**config.mk**
```make
export PLATFORM = sky130hd
export DESIGN_NAME = flag_display_scan
export DESIGN_NICKNAME = d
export VERILOG_FILES = /design/src/rtl/flag_display_scan.sv
export SDC_FILE = /design/constraint.sdc
export NUM_CORES = 1
export LEC_CHECK = 0
export ABC_AREA = 1
export ABC_CLOCK_PERIOD_IN_PS = 1400
export CAP_MARGIN = 5
export CORE_MARGIN = 3
export CORE_UTILIZATION = 53
export CTS_BUF_LIST = sky130_fd_sc_hd__clkbuf_16
export DETAILED_ROUTE_END_ITERATION = 6
export GPL_ROUTABILITY_DRIVEN = 0
export HOLD_SLACK_MARGIN = 0.15
export PLACE_DENSITY_LB_ADDON = 0.12
export RECOVER_POWER = 25
export SLEW_MARGIN = 40
export SYNTH_ARGS = -nofsm -noshare
export SYNTH_HDL_FRONTEND = slang
export SYNTH_SLANG_ARGS = --single-unit
export TNS_END_PERCENT = 1
```
**constraint.sdc**
```tcl
create_clock -name clk -period 1.4 [get_ports clk]
set_input_delay 0.28 -clock clk [delete_from_list [all_inputs] [get_ports clk]]
set_output_delay 0.28 -clock clk [all_outputs]
set_load 0.01 [all_outputs]
```
**src/rtl/flag_display_scan.sv**
```systemverilog
// flag_display_scan: samples N_FLAGS ALU status flags into optional sticky
// latches, marks newly raised flags for blinking, and drives N_FLAGS+1
// multiplexed seven-segment digits (flag digits plus an 'F' label digit)
// with an integrated scan counter and per-slot anti-ghost blanking.
module flag_display_scan #(
  parameter int unsigned N_FLAGS   = 3,
  parameter int unsigned CLK_DIV   = 100000,
  parameter int unsigned BLANK_CYC = 1000,
  parameter int unsigned BLINK_DIV = 25000000,
  parameter int unsigned STICKY    = 1
) (
  input  logic               clk,
  input  logic               rst,
  input  logic [N_FLAGS-1:0] flags,
  input  logic               flag_valid,
  input  logic               clr,
  input  logic               blink_en,
  output logic [N_FLAGS-1:0] sticky_q,
  output logic [N_FLAGS:0]   an,
  output logic [6:0]         seg,
  output logic               dp
);

  localparam int unsigned SW = (CLK_DIV   > 1) ? $clog2(CLK_DIV)   : 1;
  localparam int unsigned BW = (BLINK_DIV > 1) ? $clog2(BLINK_DIV) : 1;
  localparam int unsigned DW = $clog2(N_FLAGS + 1);

  localparam logic [6:0] SEG_OFF  = 7'h7F;
  localparam logic [6:0] SEG_ZERO = 7'b1000000;
  localparam logic [6:0] SEG_ONE  = 7'b1111001;
  localparam logic [6:0] SEG_F    = 7'b0001110;

  if (BLANK_CYC >= CLK_DIV || N_FLAGS < 1 || N_FLAGS > 7) begin : g_param_check
    $fatal(1, "flag_display_scan: need BLANK_CYC < CLK_DIV and 1 <= N_FLAGS <= 7");
  end

  // What the current slot is showing, decoded from the scan counters.
  typedef enum logic [1:0] {
    PH_BLANK,
    PH_FLAG,
    PH_LABEL
  } phase_e;

  logic [SW-1:0]      slot_cnt;
  logic [DW-1:0]      dig_idx;
  logic [BW-1:0]      blink_cnt;
  logic               blink_ph;
  logic [N_FLAGS-1:0] new_q;

  logic [N_FLAGS-1:0] base_s;
  logic [N_FLAGS-1:0] base_n;
  logic [N_FLAGS-1:0] sticky_n;
  logic [N_FLAGS-1:0] new_n;

  phase_e             phase;
  logic               cur_flag;
  logic               cur_new;
  logic [N_FLAGS:0]   an_n;
  logic [6:0]         seg_n;
  logic               dp_n;

  logic               slot_wrap;
  logic               dig_wrap;
  logic               blink_wrap;

  // Next flag state: clr wipes the old state before any same-cycle load, so a
  // combined clr+flag_valid behaves as a fresh load and marks all loaded bits new.
  always_comb begin
    base_s   = clr ? '0 : sticky_q;
    base_n   = clr ? '0 : new_q;
    sticky_n = base_s;
    if (flag_valid) begin
      sticky_n = (STICKY != 0) ? (base_s | flags) : flags;
    end
    new_n = base_n | (sticky_n & ~base_s);
  end

  // Flag latches and new-flag markers.
  always_ff @(posedge clk or negedge rst) begin
    if (!rst) begin
      sticky_q <= '0;
      new_q    <= '0;
    end else begin
      sticky_q <= sticky_n;
      new_q    <= new_n;
    end
  end

  assign slot_wrap  = (slot_cnt  == SW'(CLK_DIV - 1));
  assign dig_wrap   = (dig_idx   == DW'(N_FLAGS));
  assign blink_wrap = (blink_cnt == BW'(BLINK_DIV - 1));

  // Scan counters: slot_cnt runs through one digit slot, dig_idx steps digits.
  always_ff @(posedge clk or negedge rst) begin
    if (!rst) begin
      slot_cnt <= '0;
      dig_idx  <= '0;
    end else if (slot_wrap) begin
      slot_cnt <= '0;
      dig_idx  <= dig_wrap ? '0 : dig_idx + DW'(1);
    end else begin
      slot_cnt <= slot_cnt + SW'(1);
    end
  end

  // Free-running blink timer; phase starts visible and flips on every wrap.
  always_ff @(posedge clk or negedge rst) begin
    if (!rst) begin
      blink_cnt <= '0;
      blink_ph  <= 1'b1;
    end else if (blink_wrap) begin
      blink_cnt <= '0;
      blink_ph  <= ~blink_ph;
    end else begin
      blink_cnt <= blink_cnt + BW'(1);
    end
  end

  // Select the flag and new marker of the digit currently being scanned.
  always_comb begin
    cur_flag = 1'b0;
    cur_new  = 1'b0;
    for (int unsigned i = 0; i < N_FLAGS; i++) begin
      if (DW'(i) == dig_idx) begin
        cur_flag = sticky_q[i];
        cur_new  = new_q[i];
      end
    end
  end

  // Classify the current slot position.
  always_comb begin
    if (slot_cnt < SW'(BLANK_CYC)) begin
      phase = PH_BLANK;
    end else if (dig_wrap) begin
      phase = PH_LABEL;
    end else begin
      phase = PH_FLAG;
    end
  end

  // Display decode for the next registered output value.
  always_comb begin
    an_n  = '1;
    seg_n = SEG_OFF;
    dp_n  = 1'b1;
    if (phase != PH_BLANK) begin
      for (int unsigned i = 0; i <= N_FLAGS; i++) begin
        an_n[i] = (DW'(i) != dig_idx);
      end
    end
    case (phase)
      PH_FLAG: begin
        seg_n = cur_flag ? SEG_ONE : SEG_ZERO;
        if (blink_en && cur_new && !blink_ph) begin
          seg_n = SEG_OFF;
        end
      end
      PH_LABEL: begin
        seg_n = SEG_F;
        dp_n  = ~(|sticky_q);
      end
      default: begin
        seg_n = SEG_OFF;
      end
    endcase
  end

  // Registered display pins, one cycle behind the counter decode.
  always_ff @(posedge clk or negedge rst) begin
    if (!rst) begin
      an  <= '1;
      seg <= SEG_OFF;
      dp  <= 1'b1;
    end else begin
      an  <= an_n;
      seg <= seg_n;
      dp  <= dp_n;
    end
  end

endmodule

```
After elaboration in Yosys (flattened, before gate mapping)
Index checks and enable logic that the tools add are counted.

word-level totals
  bits of input ports = 8
  memory bits (read-only) = 0
  bits in registers = 63
  output and inout port bits = 15
  word-level logic and storage cells = 55
  latch bits = 0
  memories = 0
  RAM bits = 0

operators by class
  reduce and logical (&&, ||, !) cells = 7
  shift-type cells = 0
  add/sub/neg operators = 3
  multiply operators = 0
  mux-type cells = 19
  bitwise gates (word level) = 6
  eq/ne operators = 10
  divide/modulo/power cells = 0
  $lt $le $gt $ge = 1

operators with widths
  operator               number
  $add 25x1->25 const B  1
  $eq 25x25->1 const B   1
  $mux 25                1
  $add 17x1->17 const B  1
  $eq 17x17->1 const B   1
  $lt 17x10->1 const B   1
  $mux 17                1
  $pmux 7 s2             1
  $mux 6                 2
  $mux 3                 3
  $mux 1                 7
  $mux 2                 3
  $or 3x3->3             2
  $eq 2x2->1 const B     2
  $mux 4                 1
  $ne 2x2->1 const A     2
  $reduce_bool 2->1      2
  $and 3x3->3            1
  $not 3->3              1
  $reduce_or 3->1        1
  $add 2x1->2 const B    1
  $eq 1x2->1 const A     1
  $eq 2x1->1 const B     1
  $eq 2x2->1 const A     1
  other kinds (5)        7

Logic depth before layout (Yosys ltp)
Gate-level depths: netlist of the first run.

  depth after elaboration = 8
  mapped depth = 9
  mapped depth without buffers = 9

Least setup slack after synthesis of the first run
No wires, ideal clock.

  kind = register -> register
  start = register blink_cnt[0]
  end = register blink_cnt[14]
  arrival = 1.311 ns
  stages on the path, launching flop included = 9
  library setup time = 0.118 ns
  data required time = 1.282 ns
  path buffers = 0
  path slack = -0.029 ns
  cells stage by stage = dfrtp_1 > ha_1 > inv_1 > nor2_4 > nand2_1 > nor2_1 > nand2_1 > clkinv_2 > nor2_1

between the ends
  word-level cells in the longest chain between the ends = 2
  elaborated cells between the ends (all ways) = 3

ends and longest elaborated chain
  item                                                  RTL line  text
  from (decl)                                           46        logic [BW-1:0] blink_cnt;
  from (signal assigned)                                115       blink_cnt <= blink_cnt + BW'(1);
  $add 25x1->25 / $eq 25x25->1 (equally long branches)  115, 91
  $mux 25 (*)                                           111       end else if (blink_wrap) begin

Every way passes the cells marked *; elsewhere a longest branch is shown, timed or not.
A chain may end at the register's enable or synchronous reset.

Worst setup path after layout of the first run
  start = register blink_cnt[1]
  end = register blink_cnt[14]

Same word-level chain as after synthesis.

==> impl_metrics.tcl, run 1 <==
set metrics [dict create \
    outcome "finished, final reports clean" \
    fin_ws_ns 0.0148 \
    power_frac_seq_pct 43.7 \
    register_area_um2 1490 \
    totalPowerFinal_uw 3980 \
    synth_mux_area_share_pct 0 \
    relSlewSlack_pct 53.8 \
    hp-class "flop to flop" \
    synth_fp_nets 453 \
    worst_path_max_delay_cell "dfrtp_1" \
    synthAdderAreaFrac_pct 2.32 \
    yosys.area_share.simple_pct 33.3 \
    seq_area_frac_synth_pct 45.9 \
    final_net_count 500 \
    p_sw_share_pct 21.5 \
    cts_tree "done" \
    final_area_um2 4050 \
    clock_skew_ns 0.00853 \
    grt_use_met2_pct 31.5 \
    drv_slew 0 \
    clockBufferDepth 2 \
    cts.sinks 59 \
    multiInputGateArea_um2 1590 \
    met1_usage_pct 30.5 \
    post_synth.cell_area_avg_um2 7.38 \
    top_usage_layer "met2" \
    syn_area_um2 3240 \
    grt_pass1_wl_um 12200 \
    synth.area.top_cells "dfrtp_1 39%, nand2_1 14%, nor2_1 10%" \
    start_kind "flop" \
    cp-end-kind "flop" \
    wl_um 7450 \
    synth_xor_area_share_pct 5.94 \
    n_fill_cell 449 \
    std_cell_rows 27 \
    numCtsBuffers 9 \
    worst_pin_slew_ns 0.693 \
    power_frac_comb_pct 3.0 \
    antenna_found_initial 0 \
    ys_ff_latch 59 \
    hpwl_um 5190 \
    min_period_over_period_pct 98.9 \
    syn_to_final_growth_pct 24.9 \
    synth-async-reset-ratio_pct 100 \
    routed_via_density 5.22 \
    synth_commonest_cells "121 x nand2_1, 88 x nor2_1, 64 x inv_1" \
    final_layout_size_suffix_gt1_share_pct 17.1 \
    ir_worst_vdd_mv 0.828 \
    drtPass1Iterations 5 \
    report.final.setup_viol 0 \
    synth_ff_type "dfrtp_1" \
    drc 0 \
    crit_fanout 4 \
    clk_pin_slew_ns 0.05 \
    fmax_mhz 722 \
    critPathArrivalTime_ns 1.60 \
    ys_types 26 \
    whs_ns 0.472 \
    boundaryPins 23 \
    required_ns 1.61 \
    power.leakage_uw 0.00184 \
    critPathLaunch "blink_cnt[1]$_DFF_PN0_" \
    place_area_um2 3630 \
    pre_cts_ws_ns -0.0257 \
    die_x_um 84.2 \
    synth_edf_count 0 \
    overflow 0 \
    die_y_um 84.2 \
    ant_nets 0 \
    yosysMostFrequentCell "nand2_1" \
    drt_iter0_markers 237 \
    vias 2939 \
    synth_compound_area_share_pct 3.82 \
    core-area_um2 5710 \
    switchingPower_uw 856 \
    use_met3_pct 6.67 \
    critPathMaxStageDelay_ns 0.39 \
    reg2reg_from "blink_cnt[1]$_DFF_PN0_" \
    wl_per_cell_um 13.2 \
    intPower_uw 3120 \
    path_cells "ha_4 > nand3_4 > nor2_4 > buf_4 > nand3_1 > xor2_1 > nor2_1" \
    power.density_nw_per_um2 982 \
    maxCapViolCount 0 \
    grt_max_degree 48 \
    clock_latency_ns 0.33 \
    grt.total_usage_pct 21.4 \
    power_frac_clock_pct 53.3 \
    cts_htree_levels 3 \
    synth_top_area_share_pct 38.6 \
    yosysWarningCount 0 \
    dieArea_um2 7090 \
    hp-start "blink_ph$_DFFE_PN1N_" \
    syn-instance-count 439 \
    grt_pass1_vias 2675 \
    fin_setup_tns_ns 0 \
    finalHoldViolations 0 \
    start_util_pct 56.8 \
    synth_top_area_cell "dfrtp_1" \
    io_buffers 22 \
    rsz0062_at_grt "yes" \
    critPathKind "flop to flop" \
    synth_top_family_by_area "simple AND/OR/NAND/NOR gates" \
    num_antenna_cells 0 \
    clockRootBuffer "clkbuf_16" \
    finalCriticalPeriod_ns 1.39 \
]
[what timing repair did]
item,CTS,global route
gates cloned,0,1
pin swaps,0,11
endpoints found under the hold margin,50,0
gates resized for setup,17,51
endpoints found under the setup margin,29,47
buffers inserted,0,4
hold buffers,1,0
[power by group through the flow]
stage / combinational [µW] / sequential (µW) / clock (µW)
2_1_floorplan: 37.5 / 1770 / 0
3_5_place_dp: 130 / 1770 / 0
5_1_grt: 138 / 1740 / 2230
4_1_cts: 128 / 1740 / 2130
3_3_place_gp: 128 / 1770 / 0
6_report: 118 / 1740 / 2120
[worst paths after layout]
check / cells after the start / slack, ns / endpoint
setup / recovery: 7 / 0.01 / blink_cnt[14]$_DFF_PN0_
hold / removal: 2 / 0.47 / blink_ph$_DFFE_PN1N_
setup reg to reg: 7 / 0.01 / blink_cnt[14]$_DFF_PN0_
hold reg to reg: 2 / 0.47 / blink_ph$_DFFE_PN1N_
max in group asynchronous: 3 / 0.27 / blink_cnt[2]$_DFF_PN0_
min in group asynchronous: 3 / 0.64 / blink_cnt[10]$_DFF_PN0_
[stage by stage]
| stage | std cells | utilization, % |
|---|---|---|
| after global routing | 563 | 70.9 |
| after CTS | 559 | 68.6 |
| final | 563 | 70.9 |
| after floorplan | 439 | - |
| after detailed placement | 542 | 63.6 |
| after global placement | 542 | 63.6 |
[sequential cells by signal (all words and copies together), names as in the netlist]
signal	flops
an	4
slot_cnt	17
blink_cnt	25
new_q	3
dig_idx	2
blink_ph	1
seg	3
dp	1
sticky_q	3
[cells in the final DEF (no fill, tap or decap), types with 2 or more instances in the layout]
cell type        count
ha_4                 2
nor2_1              78
a21oi_1              5
nor2_4               6
clkdlybuf4s50_1      6
ha_1                 2
clkinv_2             3
clkdlybuf4s15_1      8
inv_1               60
dfstp_2              9
inv_2                5
nand3_1             25
dlygate4sd2_1        6
o21ai_0             11
clkbuf_16            9
buf_4               13
nand4_1              8
o21ai_1              3
clkinv_1             3
dfrtp_1             46
clkbuf_1             2
dfrtp_2              4
xor2_1              21
nand3_2              2
ha_2                 2
nand2_2              7
nand2_1            116
nor2_2              10
[per-layer routing]
layer	vias to the layer above	wire length (µm)
met3	12	654
met4	0	98
li1	1438	-
met1	1370	3250
met5	-	0
met2	119	3450
[cell type report]
cell class	instances	area share (%)
Inverter	67	6.40
Timing Repair inverter	1	0.124
Clock inverter	7	1.45
Timing Repair Buffer	39	8.19
Sequential cell	59	36.9
Multi-Input combinational cell	309	39.2
Tap cell	72	2.22
Clock buffer	9	5.56
[critical path, delay by kind of cell (launching register included)]
family / cells / cell delay, ns
DFF: 1 / 0.39
and+or+nand+nor: 4 / 0.40
adders and majority gates: 1 / 0.19
buffers and inverters: 1 / 0.13
xor gates and xnor gates: 1 / 0.16
[logic make-up after synthesis]
family | after synthesis
AOI/OAI and AO/OA | 23
buffers and inverters | 71
and+or+nand+nor | 258
DFF | 59
xor gates and xnor gates | 22
adders and majority gates | 6
No activity file was read; power rests on OpenSTA's default activity.
==> run 2, diff against run 1 <==
--- a/config.mk
+++ b/config.mk
@@ -8,7 +8,6 @@
 export ABC_AREA = 1
 export ABC_CLOCK_PERIOD_IN_PS = 1400
 export CAP_MARGIN = 5
-export CORE_MARGIN = 3
 export CORE_UTILIZATION = 53
 export CTS_BUF_LIST = sky130_fd_sc_hd__clkbuf_16
 export DETAILED_ROUTE_END_ITERATION = 6
==> impl_metrics.tcl, run 2 (synthesis gave the netlist of run 1 again) <==
set metrics [dict create \
    relSlewSlack_pct 50.8 \
    clockRootBuffer "clkbuf_16" \
    power.density_nw_per_um2 1000 \
    regMostFlops "blink_cnt" \
    clock_latency_ns 0.33 \
    syn_to_final_growth_pct 25.0 \
    critPathTopFamily "flip-flops" \
    die_x_um 80.2 \
    rr_endpoint "blink_cnt[14]$_DFF_PN0_" \
    largest_reg_flops 25 \
    dieArea_um2 6430 \
    start_kind "flop" \
    rrSetupSlack_ns 0.03 \
    grt_pass1_vias 2732 \
    numCtsBuffers 9 \
    critPathKind "flop to output pin" \
    vias 2802 \
    whs_path_depth 2 \
    wl_um 7290 \
    boundaryPins 23 \
    drt_iter0_markers 162 \
    reg.largest.list "blink_cnt x25, slot_cnt x17, an x4" \
    n_fill_cell 482 \
    cts_htree_levels 3 \
    die_y_um 80.2 \
    final_layout_size_suffix_gt1_share_pct 19.8 \
    cts_tree "done" \
    routed_via_density 4.91 \
    std_cell_rows 28 \
    r2r_cells 7 \
    fmax_mhz 726 \
    clk_pin_slew_ns 0.05 \
    final_net_count 505 \
    critPathArrivalTime_ns 1.10 \
    outcome "finished, final reports clean" \
    grt_pass1_wl_um 11900 \
    holdPathEnd "blink_ph$_DFFE_PN1N_" \
    min_period_over_period_pct 98.4 \
    required_ns 1.12 \
    fin_ws_ns 0.0220 \
    cp-end-kind "output pin" \
    pre_cts_ws_ns -0.0336 \
    clock_skew_ns 0.00569 \
    path_cells "dlygate4sd2_1" \
    maxCapViolCount 0 \
    clockBufferDepth 2 \
    whs_ns 0.464 \
    place_area_um2 3640 \
    final_area_um2 4050 \
    critPathMaxStageDelay_ns 0.51 \
    num_antenna_cells 0 \
    critPathBufInv 1 \
    finalHoldViolations 0 \
    core-area_um2 5920 \
    start_util_pct 54.8 \
    layout_common_cells "117 x nand2_1, 75 x nor2_1, 61 x inv_1, 46 x dfrtp_1, 26 x nand3_1" \
    worst_pin_slew_ns 0.737 \
    final_common_cell "nand2_1" \
    io_buffers 22 \
    hp-start "blink_ph$_DFFE_PN1N_" \
    grt.total_usage_pct 25.0 \
    hpwl_um 5070 \
    ir_worst_vdd_mv 1.14 \
    cts.sinks 59 \
    critPathLaunch "seg[3]$_DFF_PN1_" \
    drv_slew 0 \
    report.final.setup_viol 0 \
    drtPass1Iterations 4 \
    ant_nets 0 \
    finalCriticalPeriod_ns 1.38 \
    power.leakage_uw 0.00186 \
    antenna_found_initial 0 \
    wl_per_cell_um 12.8 \
    hp-class "flop to flop" \
    reg2reg_from "blink_cnt[1]$_DFF_PN0_" \
    fin_setup_tns_ns 0 \
    drc 0 \
    worst_path_max_delay_cell "dfstp_2" \
    grt_max_degree 60 \
    crit_fanout 1 \
    rsz0062_at_grt "yes" \
    overflow 0 \
]
-- run 2: cell count changes in the layout (fill, tap and decap cells not counted), moves of 2 or more --
cell and change:
buf_4 +8, clkbuf_1 -2, clkbuf_2 +6, clkdlybuf4s15_1 -4, clkinv_1 -3, clkinv_2 -2, clkinvlp_4 +2, dlygate4sd2_1 -2
nor2_1 -3, nor2_2 +4
-- run 2: worst max path at each step --
stage,end,slack [ns],cells past startpoint
2_1_floorplan,blink_cnt[14]$_DFF_PN0_,0.008,8
3_3_place_gp,dig_idx[1]$_DFFE_PN0N_,0.02,8
3_5_place_dp,dig_idx[1]$_DFFE_PN0N_,-0.03,9
4_1_cts,dig_idx[1]$_DFFE_PN0N_,-0.05,9
5_1_grt,slot_cnt[9]$_DFF_PN0_,-0.1,8
6_report,seg[3],0.02,1
-- run 2: routing by layer --
| layer | track usage, % | share of wire, % |
|---|---|---|
| met4 | 10.9 | 2.0 |
| met3 | 5.80 | 3.0 |
| met1 | 28.3 | 43 |
| met2 | 44.6 | 52 |
| met5 | 0 | 0 |
-- run 2: per-stage QoR --
stage,total power (µW),utilization [%],std cells
floorplan,1810,-,439
global placement,1890,61.5,546
detailed placement,1890,61.5,546
CTS,4110,66.7,563
global route,4200,68.4,571
finish,4060,68.4,571
-- run 2: power by group --
group          total [µW]  internal (µW)  switching (µW)
sequential           1740           1730            10.1
combinational         116           44.0            72.2
clock                2200           1380             821
-- run 2: layout make-up --
| cell class | count | area (µm²) | share of cell area [%] |
|---|---|---|---|
| clock buffer | 9 | 225 | 5.56 |
| clock inverter | 7 | 76.3 | 1.88 |
| inverter | 67 | 256 | 6.33 |
| multi-input combinational | 309 | 1560 | 38.4 |
| sequential | 59 | 1490 | 36.8 |
| tap | 75 | 93.8 | 2.32 |
| timing repair buffer | 44 | 343 | 8.46 |
| timing repair inverter | 1 | 7.51 | 0.185 |
-- run 2: what timing repair did --
item	in CTS	in global routing
endpoints found under the setup margin	20	47
endpoints found under the hold margin	50	0
gates resized for setup	26	43
cloned	0	1
hold buffers	1	0
pin swaps	0	11
buffers inserted	0	7
==> run 3, diff against run 2 <==
--- a/config.mk
+++ b/config.mk
@@ -7,7 +7,6 @@
 export LEC_CHECK = 0
 export ABC_AREA = 1
 export ABC_CLOCK_PERIOD_IN_PS = 1400
-export CAP_MARGIN = 5
 export CORE_UTILIZATION = 53
 export CTS_BUF_LIST = sky130_fd_sc_hd__clkbuf_16
 export DETAILED_ROUTE_END_ITERATION = 6
@@ -15,7 +14,6 @@
 export HOLD_SLACK_MARGIN = 0.15
 export PLACE_DENSITY_LB_ADDON = 0.12
 export RECOVER_POWER = 25
-export SLEW_MARGIN = 40
 export SYNTH_ARGS = -nofsm -noshare
 export SYNTH_HDL_FRONTEND = slang
 export SYNTH_SLANG_ARGS = --single-unit
==> results of run 3 <==
The final DEF is identical to that of run 2; final timing and power are the same.
